==> config.mk <==
export PLATFORM = sky130hd
export DESIGN_NAME = mux4_rr_arbiter
export DESIGN_NICKNAME = d
export VERILOG_FILES = /design/src/rtl/mux4_rr_arbiter.sv
export SDC_FILE = /design/constraint.sdc
export NUM_CORES = 1
export LEC_CHECK = 0
export CAP_MARGIN = 20
export CORE_MARGIN = 5
export CORE_UTILIZATION = 40
export CTS_BUF_LIST = sky130_fd_sc_hd__clkbuf_8
export DETAILED_ROUTE_END_ITERATION = 10
export PLACE_DENSITY_LB_ADDON = 0.2
export SYNTH_ARGS = -nofsm -noshare
export SYNTH_HDL_FRONTEND = slang
export SYNTH_HIERARCHICAL = 1
export SYNTH_SLANG_ARGS = --single-unit
==> constraint.sdc <==
create_clock -name clk -period 2.3 [get_ports clk]
set_input_delay 0.46 -clock clk [delete_from_list [all_inputs] [get_ports clk]]
set_output_delay 0.46 -clock clk [all_outputs]
set_load 0.1 [all_outputs]
==> src/rtl/mux4_rr_arbiter.sv <==
// Round-robin arbiter owning the select of a two-bit 4-to-1 mux shared by four
// requesters; grants are one-hot, registered, and bounded to HOLD_MAX cycles under contention.

module two_bit_4to1mux (
    input  logic [1:0] u,
    input  logic [1:0] v,
    input  logic [1:0] w,
    input  logic [1:0] x,
    input  logic [1:0] s,
    output logic [1:0] m
);
    always_comb begin
        unique case (s)
            2'b00:   m = u;
            2'b01:   m = v;
            2'b10:   m = w;
            default: m = x;
        endcase
    end
endmodule

module mux4_rr_arbiter #(
    parameter int unsigned HOLD_MAX = 4
) (
    input  logic       clk,
    input  logic       resetn,
    input  logic [3:0] req,
    input  logic [1:0] u,
    input  logic [1:0] v,
    input  logic [1:0] w,
    input  logic [1:0] x,
    output logic [3:0] gnt,
    output logic [1:0] s,
    output logic [1:0] m,
    output logic       valid
);
    localparam logic [3:0] HOLD_LIM = 4'(HOLD_MAX);

    typedef enum logic {
        IDLE,
        GRANT
    } state_t;

    state_t     state_q, state_d;
    logic [1:0] s_q, s_d;
    logic [3:0] gnt_q, gnt_d;
    logic [3:0] hold_q, hold_d;

    logic [3:0] others;
    logic [3:0] cand;
    logic       found;
    logic [1:0] win;
    logic [1:0] idx;
    logic       keep;

    // In GRANT the current grantee is masked out, so a hit is always a different index.
    assign others = req & ~gnt_q;

    always_comb begin
        cand  = (state_q == GRANT) ? others : req;
        found = 1'b0;
        win   = s_q;
        idx   = s_q;
        for (int unsigned k = 1; k <= 4; k++) begin
            idx = s_q + 2'(k);
            if (!found && cand[idx]) begin
                found = 1'b1;
                win   = idx;
            end
        end
    end

    always_comb begin
        state_d = state_q;
        s_d     = s_q;
        gnt_d   = gnt_q;
        hold_d  = hold_q;
        keep    = req[s_q] && ((hold_q < HOLD_LIM) || (others == '0));
        case (state_q)
            IDLE: begin
                if (found) begin
                    state_d = GRANT;
                    s_d     = win;
                    gnt_d   = 4'b0001 << win;
                    hold_d  = 4'd1;
                end
            end
            GRANT: begin
                if (keep) begin
                    if (hold_q < HOLD_LIM) begin
                        hold_d = hold_q + 4'd1;
                    end
                end else if (found) begin
                    s_d    = win;
                    gnt_d  = 4'b0001 << win;
                    hold_d = 4'd1;
                end else begin
                    state_d = IDLE;
                    gnt_d   = '0;
                end
            end
            default: begin
                state_d = IDLE;
                gnt_d   = '0;
            end
        endcase
    end

    // s resets to 3 so the first scan after reset starts at requester 0.
    always_ff @(posedge clk or negedge resetn) begin
        if (!resetn) begin
            state_q <= IDLE;
            s_q     <= 2'b11;
            gnt_q   <= '0;
            hold_q  <= '0;
        end else begin
            state_q <= state_d;
            s_q     <= s_d;
            gnt_q   <= gnt_d;
            hold_q  <= hold_d;
        end
    end

    assign gnt   = gnt_q;
    assign s     = s_q;
    assign valid = |gnt_q;

    two_bit_4to1mux u_mux (
        .u (u),
        .v (v),
        .w (w),
        .x (x),
        .s (s_q),
        .m (m)
    );
endmodule

== Word level (Yosys, flattened, before mapping) ==
Index checks and enable logic that the tools add are counted.
Word-level totals
  flip-flop bits (word level): 11
  input port bits: 14
  output and inout port bits: 9
  word-level logic and storage cells: 68
Operators by class
  add/sub/neg operators: 4
  $lt $le $gt $ge: 5
  equality and inequality tests: 5
  shift operators: 1
  multiplexer cells: 34
  bitwise operators: 3
  reductions and logical operators: 12
Operators by type and width (number)
  2-to-1 mux 4 bit: 7
  one-hot mux 4 bit (2 select lines): 2
  < comparator 2 x 3 -> 1 bit, second input constant: 4
  2-to-1 mux 2 bit: 6
  2-to-1 mux 1 bit: 11
  binary-select mux 1 bit (select 2 bit): 5
  one-hot mux 2 bit (3 select lines): 1
  adder 2 bit, second input constant: 2
  adder 4 x 1 -> 4 bit, second input constant: 1
  bitwise AND 4 bit: 1
  logical AND 1 bit: 4
  zero test 4 bit: 1
  < comparator 4 x 3 -> 1 bit, second input constant: 1
  != test 2 bit, second input constant: 2
  inverter 4 bit: 1
  one-hot mux 2 bit (2 select lines): 1
  OR reduction 4 bit: 1
  << shifter 1 x 2 -> 4 bit, first input constant: 1
  zero test 1 bit: 3
  != test 3 x 2 -> 1 bit, second input constant: 1
  adder 2 x 1 -> 2 bit, second input constant: 1
  equality test 2 x 1 -> 1 bit, second input constant: 1
  equality test 2 bit, second input constant: 1
  zero test 2 bit: 1
  4 further kinds: 4

== Depth between registers and ports, before layout ==
Gate-level depths: netlist of run 1.
  depth after elaboration: 19
  gate-level depth with buffers: 6
  mapped depth without buffers: 5

== Modules after synthesis ==
Netlist of run 1, hierarchy kept.
Modules (own cells, without submodules)
  mux4_rr_arbiter: instances 1, cells each 72, area an instance 710.7 µm², sequential area each 277.8 µm²
  two_bit_4to1mux: instances 1, cells each 2, area an instance 52.6 µm², sequential area each 0.0 µm²

== Worst setup path before layout of run 1 ==
OpenSTA, ideal clock, no wires.
  path kind: reg2out
  start point: reg s_q[0] (netlist: s[0])
  end point: out m[0]
  data arrival time: 1.988 ns
  data required time: 1.840 ns
  path slack: -0.148 ns
  cell stages (with the launch flop): 2
  buffers on the path: 0
  cell sequence: dfstp_2 -> mux4_1
On the way
  longest elaborated chain between the ends: 2
  elaborated cells between the ends (all ways): 4
  classes of those cells: eq/ne: 2; mux: 1; reduce/logical: 1
Ends and longest elaborated chain
  from (decl): RTL line 45  | logic [1:0] s_q, s_d;
  from (signal assigned): RTL line 113  | s_q <= 2'b11;
  from (signal assigned): RTL line 118  | s_q <= s_d;
  equality test 2 bit (tied with other cells): RTL line 13  | unique case (s)
  one-hot mux 2 bit (3 select lines) *: RTL line 13
  to (decl): RTL line 34  | output logic [1:0] m,
Every way passes the cells marked *; elsewhere a longest branch is shown, timed or not.

== Worst setup path after layout of run 1 ==
Same ends and word-level chain as after synthesis.

==> results_dict.tcl, run 1 <==
set metrics [dict create \
    cts_resized 0 \
    synth_fp_nets 89 \
    min_from "hold_q[3]" \
    cp.required_ns 1.84 \
    grt_usage_pct 15.1 \
    crit_cells 2 \
    crit_family "flip-flops" \
    hold_path.class "reg2reg" \
    synth_area_um2 763 \
    rsz0062_at_grt "false" \
    yosys.area.top_type "dfrtp_1" \
    chipHeight_um 53.7 \
    post_cts_buffers 0 \
    cts.htree.levels 1 \
    slew_headroom_pct 70.0 \
    ys_ff_latch 11 \
    finalHoldViolations 0 \
    max-clock-path-buffers 2 \
    place_hpwl_mm 1.41 \
    skew_ns 0.00191 \
    ys_seq_area_share_pct 36.4 \
    die_w_um 53.7 \
    path_class "reg2out" \
    drt-vias-per-instance 5.74 \
    coreArea_mm2 0.00176 \
    r2r-start "s[0]" \
    grt_max_degree 12 \
    wl_per_cell_um 15.2 \
    r2r_cells 5 \
    gp_congestion 0.940 \
    initial_utilization_pct 43.3 \
    overflow 0 \
    dr.pass1.iters 4 \
    drt-total-wl_mm 1.86 \
    design_area_mm2 0.00106 \
    setup_violations 0 \
    hold_end "hold_q[3]" \
    fp.dieArea_mm2 0.00288 \
    antenna_found_initial 0 \
    met2_usage_pct 23.2 \
    layout_commonest_cell "clkdlybuf4s50_1" \
    ys_types 35 \
    cts-buffers-inserted 3 \
    layout-drive-gt1-share_pct 20.4 \
    vias 706 \
    cp_max_fo 9 \
    diodes 0 \
    layout.nets 114 \
    io_pins 23 \
    hold_depth 1 \
    max_stage_delay_ns 0.64 \
    syn_inst 74 \
    yosysTopAreaCellShare_pct 29.5 \
    rows 15 \
    mostFrequentLayoutCells "13 x clkdlybuf4s50_1, 10 x nand2_1, 9 x dfrtp_1, 6 x nand2b_1, 6 x buf_4" \
    cts_root_buf "clkbuf_8" \
    endpoint_kind "output port" \
    arrival_ns 1.70 \
    status "finished clean" \
    grt_pass1_vias 688 \
    area_growth_syn_to_layout_pct 38.4 \
    critPathBufInv 1 \
    grt_pass1_wl_mm 3.06 \
    drc 0 \
    clock-sinks 11 \
    cts.clk_slew.worst_paths_ns 0.05 \
    cp-startpoint "s[0]" \
    maxCapViolations 0 \
    postRouteAntennaNets 0 \
    synth_area_per_cell_um2 10.3 \
    cts_tree "yes" \
    reg2reg_to "gnt[1]" \
    grtUsageMet1_pct 18.7 \
    cpMaxStageDelayCell "dfstp_2" \
    drv_slew 0 \
    place_area_mm2 0.00101 \
    grt_use_met3_pct 4.43 \
    worst_pin_slew_ns 0.449 \
    clk_latency_ns 0.24 \
    portBuffers 22 \
    period_share_pct 94.1 \
    ys_warn_count 6 \
    period_needed_ns 2.16 \
    cts_hold_buf 0 \
    crit_chain "mux4_1 > buf_12" \
    reg2reg_slack_ns 0.32 \
    critPathLaunchType "flop" \
    synthTopCellsByArea "dfrtp_1 30%, dfstp_2 6.9%, mux4_1 6.9%" \
    drt-initial-drc-count 10 \
    max_freq_mhz 462 \
    grt-busiest-layer "met2" \
]
-- area by class of cell --
cell class / count / area (um^2)
sequential: 11 / 278
timing repair buffer: 22 / 235
tap: 25 / 31.3
clock buffer: 3 / 41.3
multi-input combinational: 58 / 455
fill: 160 / 708
clock inverter: 1 / 3.75
inverter: 3 / 11.3
-- synth_stat cells --
cell type	n
o2bb2ai_1	2
mux2_2	1
a221o_1	1
a211o_1	1
inv_1	3
buf_6	1
a32o_1	2
nand4_2	1
buf_4	1
nor2_2	1
and3_1	2
o22ai_2	1
a41o_1	1
nor2_1	2
nand3_1	3
dfrtp_1	9
mux2i_1	3
a32oi_1	1
mux2_1	1
a31o_2	1
dfstp_2	2
or4_1	1
nor2b_1	2
nand2_1	10
a22oi_4	1
nor3b_1	1
a21boi_1	2
o21a_1	1
o22ai_1	1
o21bai_1	1
mux4_1	2
o21ai_1	3
ha_1	1
a31oi_1	2
nand2b_1	6
-- registers in the layout (all words and copies together) (netlist names) --
signal	flops
gnt	4
hold_q	4
s	2
state_q	1
-- logic make-up (layout without fill, tap and decap cells) --
group / after synthesis / in the layout / synth area share, %
flip-flops: 11 / 11 / 36.4
buffers and inverters: 5 / 29 / 3.93
multiplexers: 7 / 7 / 13.8
AND/OR/NAND/NOR: 29 / 29 / 20.5
adder cells (fa/ha/maj): 1 / 1 / 1.64
AO/OA/AOI/OAI: 21 / 21 / 23.8
-- stage by stage --
step | std cells | setup slack [ns] | utilization, % | TNS, ns | hold slack, ns
floorplan | 74 | -0.148 | - | -0.296 | 0.164
global placement | 119 | 0.145 | 57.3 | 0 | 0.493
detailed placement | 119 | 0.110 | 57.3 | 0 | 0.490
CTS | 123 | 0.111 | 59.9 | 0 | 0.498
global route | 123 | 0.0892 | 59.9 | 0 | 0.514
finish | 123 | 0.136 | 59.9 | 0 | 0.498
-- worst max-delay path by stage --
stage / to / slack [ns]
2_1_floorplan: m[0] / -0.15
3_3_place_gp: s[0] / 0.14
3_5_place_dp: s[0] / 0.11
4_1_cts: m[0] / 0.11
5_1_grt: m[1] / 0.09
6_report: m[0] / 0.14
-- layer usage --
layer,share of wire (%),vias to the layer above
met2,47,25
met3,8.3,4
met5,0,-
li1,-,332
met1,43,345
met4,1.8,0
Power of run 1 is left out: the tool's default activity adds up to more than one toggle a clock period on the data nets, which glitch-free logic cannot reach.
==> run 2: changes to the inputs <==
- CORE_ASPECT_RATIO: default -> 0.8
==> run 2 against run 1 <==
Net effect: clock-buffer cell count is the same; via count shrank 3.4%; first-iteration DRC count is the same; largest cell class unchanged; highest routed layer is now met3.
==> results_dict.tcl, run 2 (synthesis results as in run 1) <==
set metrics [dict create \
    arrival_ns 1.70 \
    max_stage_delay_ns 0.64 \
    rows 14 \
    hold_end "hold_q[3]" \
    layout-drive-gt1-share_pct 20.4 \
    crit_family "flip-flops" \
    cts-buffers-inserted 3 \
    grt_pass1_vias 652 \
    drt-initial-drc-count 10 \
    rsz0062_at_grt "false" \
    status "finished clean" \
    io_pins 23 \
    place_area_mm2 0.00101 \
    portBuffers 22 \
    setup_violations 0 \
    diodes 0 \
    max_freq_mhz 463 \
    drt-vias-per-instance 5.59 \
    max-clock-path-buffers 2 \
    cts_tree "yes" \
    die_w_um 58.8 \
    grt_pass1_wl_mm 3.25 \
    chipHeight_um 49.1 \
    cts_hold_buf 0 \
    layout_commonest_cell "clkdlybuf4s50_1" \
    tns_ns 0 \
    r2r_cells 5 \
    coreArea_mm2 0.00186 \
    cts.htree.levels 1 \
    drc 0 \
    min_from "hold_q[3]" \
    grt_usage_pct 14.5 \
    hold_depth 1 \
    vias 682 \
    worst_slack_ns 0.142 \
    layout.nets 114 \
    initial_utilization_pct 41.1 \
    wl_per_cell_um 15.5 \
    drv_slew 0 \
    finalHoldViolations 0 \
    fillers 168 \
    cts_root_buf "clkbuf_8" \
    slew_headroom_pct 68.4 \
    drt-total-wl_mm 1.89 \
    gp_congestion 0.802 \
    overflow 0 \
    dr.pass1.iters 4 \
    skew_ns 0.00419 \
    critPathBufInv 1 \
    maxCapViolations 0 \
    reg2reg_slack_ns 0.31 \
    place_hpwl_mm 1.47 \
    fp.dieArea_mm2 0.00289 \
    cts.clk_slew.worst_paths_ns 0.05 \
    clock-sinks 11 \
    r2r-start "s[0]" \
    post_cts_buffers 0 \
    cp_max_fo 9 \
    period_share_pct 93.8 \
    cp.required_ns 1.84 \
    worst_pin_slew_ns 0.473 \
    path_class "reg2out" \
    hold_path.class "reg2reg" \
    cpMaxStageDelayCell "dfstp_2" \
    clk_latency_ns 0.23 \
    crit_chain "mux4_1 > buf_12" \
    postRouteAntennaNets 0 \
    cts_resized 0 \
    dp_slack_ns 0.0776 \
    grt_max_degree 12 \
    antenna_found_initial 0 \
    design_area_mm2 0.00105 \
    critPathLaunchType "flop" \
    reg2reg_to "gnt[3]" \
    mostFrequentLayoutCells "13 x clkdlybuf4s50_1, 10 x nand2_1, 9 x dfrtp_1, 6 x nand2b_1, 6 x buf_4" \
    period_needed_ns 2.16 \
    endpoint_kind "output port" \
    area_growth_syn_to_layout_pct 38.2 \
]
## run 2: layout make-up
| cell class | instances | area (um^2) | share of cell area [%] |
|---|---|---|---|
| inverter | 3 | 11.3 | 1.07 |
| multi-input combinational | 58 | 455 | 43.2 |
| tap | 24 | 30.0 | 2.85 |
| clock inverter | 1 | 3.75 | 0.356 |
| timing repair buffer | 22 | 235 | 22.3 |
| clock buffer | 3 | 41.3 | 3.91 |
| sequential | 11 | 278 | 26.3 |
## run 2: worst max path at each step
stage,startpoint,endpoint,slack [ns],depth (start not counted)
after floorplan,s[0],m[0],-0.15,1
after global placement,req[1],s[0],0.09,5
after detailed placement,req[1],s[0],0.08,5
after CTS,s[0],m[1],0.13,2
after global routing,s[0],m[1],0.10,2
final,s[0],m[1],0.14,2
## run 2: layer usage
metal  GRT usage, %  vias up  wire, um
met1           19.6      339       915
met3           4.50        0        83
met5              0        -         0
met4           1.13        0         0
li1               -      331         -
met2           23.3       12       890
## run 2: through the flow
step	hold slack [ns]	instances	util [%]
2_1_floorplan	0.164	74	-
3_3_place_gp	0.486	118	54.4
3_5_place_dp	0.500	118	54.4
4_1_cts	0.510	122	56.8
5_1_grt	0.529	122	56.8
6_report	0.505	122	56.8
Power of run 2 is left out for the same reason.
==> run 3: changes to the inputs <==
- CTS_CLUSTER_SIZE: default -> 8
- GPL_TIMING_DRIVEN: default -> 1
==> results of run 3 <==
Same layout as run 2: the final DEF is identical, and so are final timing and power.
Power of run 3 is left out for the same reason.
